===== config.mk =====
export PLATFORM = sky130hd
export DESIGN_NAME = ota_decimator
export DESIGN_NICKNAME = d
export VERILOG_FILES = /design/src/rtl/ota_decimator.sv
export SDC_FILE = /design/constraint.sdc
export NUM_CORES = 1
export LEC_CHECK = 0
export CAP_MARGIN = 20
export CORE_MARGIN = 2
export CORE_UTILIZATION = 52
export DETAILED_ROUTE_END_ITERATION = 10
export MAX_ROUTING_LAYER = met4
export PLACE_DENSITY = 0.83
export SYNTH_ARGS = -nofsm -noshare
export SYNTH_HDL_FRONTEND = slang
export SYNTH_SLANG_ARGS = --single-unit

===== constraint.sdc =====
create_clock -name clk -period 2 [get_ports clk]
set_input_delay 0.5 -clock clk [delete_from_list [all_inputs] [get_ports clk]]
set_output_delay 0.5 -clock clk [all_outputs]
set_load 0.005 [all_outputs]

===== src/rtl/ota_decimator.sv =====
// Comparator-bitstream decimator: synchronises the raw comparator output and emits
// a ones count per 2^WIN_LOG2-cycle window over a valid/ready port.
module ota_decimator #(
  parameter int WIN_LOG2 = 8
) (
  input  logic                clk,
  input  logic                rst,
  input  logic                en,
  input  logic                cmp_in,
  output logic [WIN_LOG2:0]   sample,
  output logic                valid,
  input  logic                ready,
  output logic                ovr,
  output logic                busy
);

  // valid/ready: a sample is consumed on any rising edge where valid && ready;
  // sample is held stable while valid=1 and ready=0, and valid only falls on a
  // consume (or rst).

  typedef enum logic {IDLE = 1'b0, ACCUM = 1'b1} state_t;

  state_t              state_q, state_d;
  logic                sync1_q, sync2_q;
  logic [WIN_LOG2-1:0] wcnt_q, wcnt_d;
  logic [WIN_LOG2:0]   acc_q, acc_d;
  logic [WIN_LOG2:0]   sample_q, sample_d;
  logic                valid_q, valid_d;
  logic                ovr_q, ovr_d;
  logic                win_end;
  logic [WIN_LOG2:0]   result;
  logic                cmp_s;

  assign cmp_s  = sync2_q;
  assign result = acc_q + {{WIN_LOG2{1'b0}}, cmp_s};

  always_comb begin
    state_d  = state_q;
    wcnt_d   = wcnt_q;
    acc_d    = acc_q;
    sample_d = sample_q;
    valid_d  = valid_q;
    ovr_d    = ovr_q;
    win_end  = 1'b0;

    case (state_q)
      IDLE: begin
        wcnt_d = '0;
        acc_d  = '0;
        if (en) state_d = ACCUM;
      end
      ACCUM: begin
        if (!en) begin
          // Abort the partial window; a pending sample is left untouched.
          state_d = IDLE;
          wcnt_d  = '0;
          acc_d   = '0;
        end else begin
          wcnt_d = wcnt_q + {{(WIN_LOG2-1){1'b0}}, 1'b1};
          if (wcnt_q == {WIN_LOG2{1'b1}}) begin
            win_end = 1'b1;
            acc_d   = '0;
          end else begin
            acc_d = result;
          end
        end
      end
      default: state_d = IDLE;
    endcase

    if (win_end) begin
      if (!valid_q || ready) begin
        sample_d = result;
        valid_d  = 1'b1;
      end else begin
        ovr_d = 1'b1;
      end
    end else if (valid_q && ready) begin
      valid_d = 1'b0;
    end
  end

  always_ff @(posedge clk) begin
    if (rst) begin
      state_q  <= IDLE;
      sync1_q  <= 1'b0;
      sync2_q  <= 1'b0;
      wcnt_q   <= '0;
      acc_q    <= '0;
      sample_q <= '0;
      valid_q  <= 1'b0;
      ovr_q    <= 1'b0;
    end else begin
      state_q  <= state_d;
      sync1_q  <= cmp_in;
      sync2_q  <= sync1_q;
      wcnt_q   <= wcnt_d;
      acc_q    <= acc_d;
      sample_q <= sample_d;
      valid_q  <= valid_d;
      ovr_q    <= ovr_d;
    end
  end

  assign sample = sample_q;
  assign valid  = valid_q;
  assign ovr    = ovr_q;
  assign busy   = (state_q == ACCUM);

endmodule


==> results.md <==
* Status: complete, no violations
* Clock Tree Root: clkbuf_4
* Antenna violations before repair at 0
* Row cnt at 17
* Number of global-route vias before repair at 839
* Clock Sink Count at 31
* Syn nets at 131
* Maxcap violations at 0
* Util after Layout at 67.33%
* Drt first-iter violations at 10
* Die area at 2708 um^2
* Via-to-Cell Ratio at 4.977
* Top_reg_cell synth: dfxtp_1
* Power per cell area at 717.7 nW/um^2
* # fillers at 179
* Largest net degree at the start of global routing at 15
* Post-synth EDFFs at 0
* Crit path largest cell delay at 0.50 ns
* WL/cell at 11.22 um
* Pleak at 0.0005070 uW
* Synth async-reset ratio at 0%
* Layout area overhead at 22.94%
* Cts repair resizes at 0
* Chip Width at 52.04 um
* Area of the multi-input gates at 538.0 um^2
* Required time worst endpoint at 1.50 ns
* TNS Setup at 0 ns
* Nets at 155
* Drt first pass iters at 4
* Final setup fails at 0
* Synth top cells by count: dfxtp_1 (31), nor2_1 (27), nand3_1 (7), nor2b_1 (7), xnor2_1 (7)
* GRT Total Usage at 18.07%
* Gpl congestion at 0.7616
* CTS tree: built
* Reg2reg path depth at 6
* Post-synthesis sequential area ratio at 51.72%
* Share of layout cells above drive strength 1 at 12.16%
* DR vias at 876
* Synthesized area at 1200 um^2
* Synth Register Bits at 31
* Syn Area/Cell at 9.755 um^2
* CP max FO at 2
* Final worst-path cycle share at 83.56%
* Grt total ovfl at 0
* Max rail drop VDD at 479.9 uV
* RSZ-0062 raised after global routing: false
* Tightest Hold Check Type: reg -> reg
* Cell family with most CP delay: buffers and inverters
* Ranking of synthesized cells by area: dfxtp_1 (52%), nor2_1 (8.4%), xnor2_1 (5.1%), a211oi_2 (4.2%), mux2i_1 (4.2%)
* Most common cell in the netlist: dfxtp_1
* Final Slew Violations at 0
* IO Pins at 17
* Fmax at 598.4 MHz
* Htree depth at 2
* Worst skew pair latency at 0.32 ns
* Worst Hold Depth at 2
* Die Ht at 52.04 um
* Setup Buffers After CTS at 0
* Total Routed Length at 1974 um
* Antenna viol nets, final at 0
* Critical Path, Cell by Cell: clkdlybuf4s50_1
* Hold_buf cts at 0
* Crit path DAT at 1.17 ns
* Starting Density at 54.77%
* Clock transition at path regs at 0.09 ns
* Max_slew headroom at 58.49%
* Clock Path Buffers at 2
* TritonCTS Buffers at 5
* Slowest CP cell: clkdlybuf4s50_1
* Netlist cell types at 23
* Warnings from Yosys at 0
* Final Skew at 0.009010 ns
* Core Box Area at 2191 um^2
* Remaining DRCs at 0
* Cells after Synth at 123
* Post-synth top area cell: dfxtp_1
* Ant. Diodes at 0
* Worst path depth at 1
* Crit path time final at 1.671 ns
* IO buf count at 16
* Worst-margin pin slew at 0.6214 ns
* Synth top area share at 51.72%
* CP Launch Type: flip-flop
* Buf/Inv on CP at 1
* Final hold violation count at 0
* Post-detail-place hpwl at 1477 um
* Crit. End Element: output port
* Setup CP Type: reg -> out
* First-pass GRT wire length at 3346 um
* Register area at 620.6 um^2
==> layout make-up <==
type	count	area share (%)
Multi-Input combinational cell	83	36.47
Sequential cell	31	42.07
Clock buffer	8	4.665
Timing Repair Buffer	20	12.89
Tap cell	28	2.375
Inverter	6	1.527
==> worst paths after layout <==
path              startpoint   endpoint  slack, ns
setup reg to reg   wcnt_q[0]  sample[4]       0.34
hold reg to reg          ovr        ovr       0.45
hold / removal           ovr        ovr       0.45
setup / recovery   sample[3]  sample[3]       0.33
==> cells by family after synthesis <==
logic type	Yosys count	share of synthesized area (%)
adders and majority gates	3	3.129
and+or+nand+nor	55	22.73
xor gates and xnor gates	12	8.759
DFF	31	51.72
buffers and inverters	9	3.441
AOI/OAI and AO/OA	8	6.048
muxes	5	4.171
==> power breakdown <==
group          switching [uW]  total [uW]  internal (uW)
Sequential               1.68         622            620
Combinational            12.0        25.7           13.7
Clock                     204         411            207
Total                     218        1060            841
==> layer usage <==
metal,track usage (%),vias to the layer above,wire length (um)
met5,-,-,0
met2,29.32,22,971
li1,-,448,-
met1,18.58,400,863
met3,6.034,6,94
met4,11.84,0,44
==> through the flow <==
step	setup WS [ns]	hold slack (ns)	cells	power (uW)	cell area, um^2
after floorplan	0.3151	0.4138	123	646.5	1200
after global placement	0.06250	0.4191	168	661.3	1406
after detailed placement	0.02195	0.4410	168	662.3	1406
after CTS	0.3138	0.4550	176	1069	1475
after global routing	0.1668	0.4798	176	1091	1475
final	0.3288	0.4540	176	1059	1475
==> cell usage in the layout (no fill, tap or decap), drive strengths merged, types with 6 or more instances in the layout <==
cell,count
dfxtp,31
nor2,27
clkdlybuf4s50,16
clkbuf,8
nand3,7
xnor2,7
nor2b,7
inv,6
==> worst reg2reg max path, delay by kind of cell (launching register included) <==
kind,cells,cell delay [ns]
AND/OR/NAND/NOR,3,0.55
flip-flops,1,0.38
adder cells (fa/ha/maj),1,0.24
buffers and inverters,1,0.21
multiplexers,1,0.19
==> sequential cells by signal, summed over array words and instances, names as in the netlist <==
signal / count
busy: 1
acc_q: 9
sync1_q: 1
wcnt_q: 8
valid: 1
ovr: 1
sample: 9
cmp_s: 1
(Power assumes the default switching activity.)
